### config.mk
export PLATFORM = sky130hd
export DESIGN_NAME = kbd_event
export DESIGN_NICKNAME = d
export VERILOG_FILES = /design/src/rtl/kbd_event.sv
export SDC_FILE = /design/constraint.sdc
export NUM_CORES = 1
export LEC_CHECK = 0
export ABC_AREA = 1
export BUFFER_PORTS_ARGS = -buffer_cell sky130_fd_sc_hd__buf_2
export CAP_MARGIN = 5
export CELL_PAD_IN_SITES_DETAIL_PLACEMENT = 2
export CELL_PAD_IN_SITES_GLOBAL_PLACEMENT = 2
export CORE_UTILIZATION = 41
export CTS_BUF_LIST = sky130_fd_sc_hd__clkbuf_8
export DETAILED_ROUTE_END_ITERATION = 7
export GPL_TIMING_DRIVEN = 0
export HOLD_SLACK_MARGIN = 0.03
export PLACE_DENSITY = 0.88
export SLEW_MARGIN = 0
export SYNTH_ARGS = -nofsm -noshare
export SYNTH_HDL_FRONTEND = slang
export SYNTH_SLANG_ARGS = --single-unit
export TNS_END_PERCENT = 100
### constraint.sdc
create_clock -name clk -period 6.3 [get_ports clk]
set_clock_uncertainty 0.05 [all_clocks]
set_input_delay 0.945 -clock clk [delete_from_list [all_inputs] [get_ports clk]]
set_output_delay 0.945 -clock clk [all_outputs]
set_load 0.01 [all_outputs]
### src/rtl/kbd_event.sv
// PS/2 scan-byte decoder: strips E0/F0 prefixes, flags typematic repeats and
// queues {ext, release, repeat, code} events in a small FIFO for the consumer.
module kbd_event #(
    parameter int DEPTH           = 4,
    parameter bit SUPPRESS_REPEAT = 1'b1
) (
    input  logic                       clk,
    input  logic                       rst,
    input  logic                       code_valid,
    input  logic [7:0]                 code_data,
    output logic                       ev_valid,
    input  logic                       ev_ready,
    output logic [7:0]                 ev_code,
    output logic                       ev_ext,
    output logic                       ev_release,
    output logic                       ev_repeat,
    output logic [$clog2(DEPTH):0]     ev_count,
    output logic                       overflow,
    output logic                       proto_err
);

    localparam int AW = $clog2(DEPTH);
    localparam int CW = AW + 1;

    typedef enum logic [1:0] {
        ST_IDLE,
        ST_EXT,
        ST_BRK,
        ST_EXTBRK
    } state_t;

    state_t state_q, state_d;

    logic         proto_err_q, proto_err_d;
    logic         overflow_q, overflow_d;
    logic         lm_valid_q, lm_valid_d;
    logic         lm_ext_q, lm_ext_d;
    logic [7:0]   lm_code_q, lm_code_d;

    logic [10:0]  mem_q [DEPTH];
    logic [10:0]  mem_d [DEPTH];
    logic [AW-1:0] wr_ptr_q, wr_ptr_d;
    logic [AW-1:0] rd_ptr_q, rd_ptr_d;
    logic [CW-1:0] count_q, count_d;

    logic         ev_form;
    logic         form_ext;
    logic         form_rel;
    logic         lm_match;
    logic         is_repeat;
    logic         push_req;
    logic [10:0]  push_entry;
    logic         do_pop;
    logic         can_push;
    logic         do_push;
    logic [10:0]  head;

    // Prefix decoder: only advances on cycles carrying a scan byte.
    always_comb begin
        state_d     = state_q;
        proto_err_d = proto_err_q;
        ev_form     = 1'b0;
        form_ext    = 1'b0;
        form_rel    = 1'b0;
        if (code_valid) begin
            if (code_data == 8'h00 || code_data == 8'hFF) begin
                proto_err_d = 1'b1;
                state_d     = ST_IDLE;
            end else if (code_data == 8'hE0) begin
                case (state_q)
                    ST_IDLE: state_d = ST_EXT;
                    ST_BRK:  state_d = ST_IDLE;
                    default: state_d = state_q;
                endcase
            end else if (code_data == 8'hF0) begin
                case (state_q)
                    ST_IDLE: state_d = ST_BRK;
                    ST_EXT:  state_d = ST_EXTBRK;
                    default: state_d = state_q;
                endcase
            end else begin
                ev_form  = 1'b1;
                form_ext = (state_q == ST_EXT) || (state_q == ST_EXTBRK);
                form_rel = (state_q == ST_BRK) || (state_q == ST_EXTBRK);
                state_d  = ST_IDLE;
            end
        end
    end

    // Last-make tracking decides whether a make is a typematic repeat.
    always_comb begin
        lm_valid_d = lm_valid_q;
        lm_ext_d   = lm_ext_q;
        lm_code_d  = lm_code_q;
        lm_match   = lm_valid_q && (lm_ext_q == form_ext) && (lm_code_q == code_data);
        is_repeat  = 1'b0;
        push_req   = 1'b0;
        if (ev_form) begin
            if (!form_rel) begin
                if (lm_match) begin
                    is_repeat = 1'b1;
                end else begin
                    lm_valid_d = 1'b1;
                    lm_ext_d   = form_ext;
                    lm_code_d  = code_data;
                end
                push_req = !(is_repeat && SUPPRESS_REPEAT);
            end else begin
                if (lm_match) begin
                    lm_valid_d = 1'b0;
                end
                push_req = 1'b1;
            end
        end
        push_entry = {form_ext, form_rel, is_repeat, code_data};
    end

    // A full FIFO still accepts a push when the head leaves in the same cycle.
    always_comb begin
        do_pop     = ev_valid && ev_ready;
        can_push   = (count_q != CW'(DEPTH)) || do_pop;
        do_push    = push_req && can_push;
        overflow_d = overflow_q | (push_req & ~can_push);
        mem_d      = mem_q;
        if (do_push) begin
            mem_d[wr_ptr_q] = push_entry;
        end
        wr_ptr_d = wr_ptr_q + AW'(do_push);
        rd_ptr_d = rd_ptr_q + AW'(do_pop);
        count_d  = count_q + CW'(do_push) - CW'(do_pop);
    end

    always_ff @(posedge clk) begin
        if (rst) begin
            state_q     <= ST_IDLE;
            proto_err_q <= 1'b0;
            overflow_q  <= 1'b0;
            lm_valid_q  <= 1'b0;
            lm_ext_q    <= 1'b0;
            lm_code_q   <= 8'h00;
            wr_ptr_q    <= '0;
            rd_ptr_q    <= '0;
            count_q     <= '0;
        end else begin
            state_q     <= state_d;
            proto_err_q <= proto_err_d;
            overflow_q  <= overflow_d;
            lm_valid_q  <= lm_valid_d;
            lm_ext_q    <= lm_ext_d;
            lm_code_q   <= lm_code_d;
            wr_ptr_q    <= wr_ptr_d;
            rd_ptr_q    <= rd_ptr_d;
            count_q     <= count_d;
        end
    end

    // Storage needs no reset: entries are only visible while counted.
    always_ff @(posedge clk) begin
        mem_q <= mem_d;
    end

    always_comb begin
        head       = mem_q[rd_ptr_q];
        ev_valid   = (count_q != '0);
        ev_code    = ev_valid ? head[7:0] : 8'h00;
        ev_repeat  = ev_valid & head[8];
        ev_release = ev_valid & head[9];
        ev_ext     = ev_valid & head[10];
        ev_count   = count_q;
        overflow   = overflow_q;
        proto_err  = proto_err_q;
    end

endmodule

; ---- Yosys cells after proc, flatten, opt, wreduce, memory -nomap -nowiden
; Index checks and enable logic that the tools add are counted.
[op_classes]
addsub = 4
mux = 34
bitwise_logic = 10
n_reduce_logical = 17
n_eq_ne = 13
order_cmp = 3
[op_table]
columns = operator, count
row1 = $bwmux W44, 1
row2 = $mux W11, 3
row3 = $eq A8 B8 Y1 const B, 3
row4 = $bmux W11 S2, 1
row5 = $demux W11 S2, 1
row6 = $mux W1, 22
row7 = $reduce_and A3 Y1, 3
row8 = $eq A8 B8 Y1, 1
row9 = $logic_not A8 Y1, 1
row10 = $mux W8, 1
row11 = $pmux W2 S2, 2
row12 = $ge A3 B3 Y1 const B, 2
row13 = $mux W2, 3
row14 = $not A2 Y3, 2
row15 = $logic_and A1 B1 Y1, 5
row16 = $ne A5 B3 Y1 const B, 1
row17 = $add A2 B1 Y2, 2
row18 = $and A1 B1 Y1, 4
row19 = $eq A2 B2 Y1 const B, 2
row20 = $logic_or A1 B1 Y1, 4
row21 = $ne A4 B2 Y1 const B, 1
row22 = $add A3 B1 Y3, 1
row23 = $lt A3 B1 Y1 const B, 1
row24 = $ne A3 B3 Y1 const B, 1
row25 = 11 further kinds, 13
[totals]
reg_bits = 65
input_bits = 12

; ---- Depth between registers and ports, before layout
[logic_depth]
depth_word = 18
depth_mapped = 19
depth_no_buf = 19

; ---- Worst setup path before layout
; OpenSTA, ideal clock, no wires.
[synth_timing]
path_kind = input to register
startpoint = in code_data[1]
endpoint = reg count_q[2], in the netlist ev_count[2]
slack_ns = 3.163
required_time_ns = 6.122
stages = 18
arrival_ns = 2.960
setup_time_ns = 0.128
path_cell_list = inv_2 nand2_1 nor2_2 nand2_4 nand3_2 nor2_4 inv_1 nor2_1 inv_1 ha_1 inv_1 nand2_1 nand2_1 nand2_1 ha_1 fa_1 xor2_1 nor2_1
[synth_via]
word_cells_on_any_way = 30
[synth_lines]
columns = element, line
row1 = from (decl), 10  ; input logic [7:0] code_data,
row2 = $eq A8 B8 Y1, 75  ; end else if (code_data == 8'hF0) begin
row3 = $mux W1, 75
row4 = $mux W1, 69  ; end else if (code_data == 8'hE0) begin
row5 = $mux W1 *, 66  ; if (code_data == 8'h00 || code_data == 8'hFF) begin
row6 = $mux W1 *, 65  ; if (code_valid) begin
row7 = net form_rel, 48  ; logic form_rel;
row8 = $mux W1 *, 99  ; if (!form_rel) begin
row9 = $mux W1 *, 98  ; if (ev_form) begin
row10 = $logic_and A1 B1 Y1 *, 122  ; do_push = push_req && can_push;
row11 = $add A3 B1 Y3 *, 130  ; count_d = count_q + CW'(do_push) - CW'(do_pop);
row12 = $sub A3 B1 Y3 *, 130
row13 = to (signal assigned), 153  ; count_q <= count_d;
row14 = to (decl), 44  ; logic [CW-1:0] count_q, count_d;
; Mark *: on every way through the listed nets, which the timed path passes. The rest lies on a longest branch. The select of a mux whose other input is x is not followed.
; A chain may end at the register's enable or synchronous reset.

; ---- Worst setup path in the final report
[layout_timing]
startpoint = in code_data[1]
endpoint = reg mem_q[9] (netlist bit) (enable)
[layout_via]
word_cells_on_any_way = 28
[layout_lines]
columns = element, line
row1 = $eq A8 B8 Y1, 75
row2 = $mux W1, 75
row3 = $mux W1, 69
row4 = $mux W1 *, 66
row5 = $mux W1 *, 65
row6 = net form_rel, 48
row7 = $mux W1 *, 99
row8 = $mux W1 *, 98
row9 = $logic_and A1 B1 Y1 *, 122
row10 = to (signal assigned), 159  ; mem_q <= mem_d;
row11 = to (decl), 40  ; logic [10:0] mem_q [DEPTH];
; Marked as above.

==> metrics.txt <==
GRT Overall Usage 0.2565; max_slew headroom 0.1891; Max Slew Vio Count 0; total CTS buffers 9; Most used DFF post-synth edfxtp_1; initial antenna violation count 0; pre-CTS WS around 2.1 ns; CP required roughly 6.2 ns; post-route ant nets 0; Max Freq between 200 and 300 MHz; Comb power frac 0.330; chip height ~90 um; switching power of the nets 475.3 uW; syn nets between 300 and 400; status completed; Max Cap Viol 0; DR vias around 2500; Arrival @ worst endpoint ~3.7 ns; Switching Share 0.3811; max incr delay on CP roughly 0.94 ns; CTS clk-pin slew, worst paths 0.08 ns; vias per cell approximately 5.1; fin crit share 0.6089; Final Cell Area between 3000 and 4000 sq um; Worst-Margin Slew between 1 and 1.5 ns; most used cell, CP inv_1; syn avg cell area about 8.8 sq um; Yosys warning total 0; Clock Power Share 0.245; leakage power total 1.549 nW; number of global-route vias before repair approximately 2900; DR WL/cell ~19 um; die width slightly below 90 um; r2r worst-path depth 7; grt ovf 0; endpoints failing setup 0; Root Buffer clkbuf_8; cells after synthesis ~350; Yosys reg bits 65; H-tree depth 3; CTS tree yes; PortBufs 27; Unique masters post-synth 32; hold crit path type reg2reg; Core Box Area 7292 sq um; Area growth, synth to finish 13.48%; die area 7936 sq um; I/O pin cnt 29; post-layout min period about 3.8 ns; Setup crit end kind register; CP max-delay cell nor2_1; hold depth 2; ys async rst share 0; hold_buf cts 0; crit-path max FO 11; internal power between 700 and 800 uW; most frequent cells in the layout nor2_1, inv_1, nand2_1, edfxtp_1, buf_2; share of cells above drive strength 1 0.1696; synthesized area a little over 3000 sq um; Util after Layout 0.4839; routability cong. 0.7821; register share of total power 0.425; detailed router's first-iteration violation count between 100 and 150; Post-DP Area about 3400 sq um; final wirelength 9.222 mm; unrepaired setup endpoints after global routing no; Crit Path Class in2reg; worst-skew pair later-pin latency about 0.34 ns; Pre-antenna DRT Iters 4; Final nets ~410; Fin. Hold Viols 0; number of synthesized flops with an enable pin 44; DRC 0; sequential-to-total area share from yosys stat 0.5602; setup TNS 0 ns; dpl hpwl roughly 6.7 mm; # diodes 0; CP Launch Type input pin; FP Rows 31; number of clock sinks 65; CTS Buffer Depth 2; largest net degree at the start of global routing 12; PwrDens around 350 nW/um^2; Peak VDD IR 116.0 uV; first-pass GRT wire length between 10 and 15 mm; most common cell after layout, fill and taps aside nor2_1; Setup Buffers After CTS 0; post-CTS sizing 0; Initial Util 0.4264; Final WS setup between 2 and 2.5 ns; critical-path cell list buf_2 -> inv_2 -> nand2_1 -> nor2_2 -> nand2_1 -> nand3_2 -> nor2_4 -> inv_1 -> nor2_1 -> inv_1 -> ha_1 -> inv_1 -> nand3_2 -> nor2_1
[flip-flops by register name, summed over array words and instances, names as in the netlist]
| register | flops |
|---|---|
| ev_count | 3 |
| lm_code_q | 8 |
| lm_ext_q | 1 |
| lm_valid_q | 1 |
| mem_q | 44 |
| overflow | 1 |
| proto_err | 1 |
| rd_ptr_q | 2 |
| state_q | 2 |
| wr_ptr_q | 2 |
[area by class of cell]
| type | instances | area [sq um] |
|---|---|---|
| plain buffers | 11 | 51.30 |
| clock buffers | 9 | 123.9 |
| clock inverters | 6 | 36.28 |
| fillers | 805 | 3764 |
| inverters | 55 | 206.4 |
| multi-input cells | 222 | 1110 |
| flip-flops and latches | 65 | 1742 |
| well taps | 99 | 123.9 |
| repair buffers | 27 | 135.1 |
[kinds of logic (layout without fill, tap and decap cells)]
family,after synthesis,after routing,synth area share
simple gates,162,162,0.2322
buf+inv,66,108,0.08290
flops,65,65,0.5602
compound gates,49,49,0.08410
fa+ha+maj,6,6,0.02656
xor+xnor,5,5,0.01409
[power by group through the flow]
stage / sequential, mW / clock, mW / combinational (mW)
after floorplan: 0.534 / 0 / 0.241
after global placement: 0.534 / 0 / 0.374
after detailed placement: 0.540 / 0 / 0.411
after CTS: 0.531 / 0.309 / 0.419
after global routing: 0.535 / 0.327 / 0.459
final: 0.530 / 0.305 / 0.411
[layer usage]
metal	share of wire	vias up	wire, um	GRT usage
li1	-	1201	-	-
met1	0.42	1247	3884	0.2890
met2	0.53	49	4857	0.4684
met3	0.033	18	307	0.06002
met4	0.019	0	172	0.09957
met5	0	-	0	0
[cell usage after synthesis (2+ instances only)]
cell type / count / area, sq um
inv_1: 50 / 187.7
nand2_2: 3 / 18.77
nand3_2: 2 / 20.02
nand4_1: 2 / 12.51
dfxtp_1: 21 / 420.4
buf_2: 2 / 10.01
nor2_4: 4 / 45.04
xnor2_1: 2 / 17.52
a21oi_1: 16 / 80.08
xor2_1: 3 / 26.28
nor2_1: 79 / 296.5
nand2_1: 48 / 180.2
ha_1: 5 / 62.56
inv_2: 5 / 18.77
o21ai_0: 25 / 125.1
nand3_1: 14 / 70.07
nor2_2: 5 / 31.28
edfxtp_1: 44 / 1321
o22ai_1: 4 / 25.02
clkbuf_1: 7 / 26.28
[metrics by stage]
step / hold slack [ns] / std cells / total power, mW
5_1_grt: 0.4510 / 494 / 1.322
6_report: 0.4185 / 494 / 1.247
2_1_floorplan: 0.4240 / 353 / 0.7751
4_1_cts: 0.4261 / 494 / 1.259
3_5_place_dp: 0.4082 / 479 / 0.9512
3_3_place_gp: 0.3860 / 479 / 0.9081
[worst paths after layout]
path,startpoint,end,slack (ns)
max,code_data[1],mem_q[9],2.46
min,overflow,overflow,0.42
max reg2reg,state_q[1],mem_q[9],3.51
min reg2reg,overflow,overflow,0.42
[worst max-delay path: cells and delay by family]
| family | cells | cell delay (ns) |
|---|---|---|
| adder cells (fa/ha/maj) | 1 | 0.22 |
| buffers and inverters | 5 | 0.65 |
| AND/OR/NAND/NOR | 8 | 1.91 |
Power figures use the tool's default switching activity.
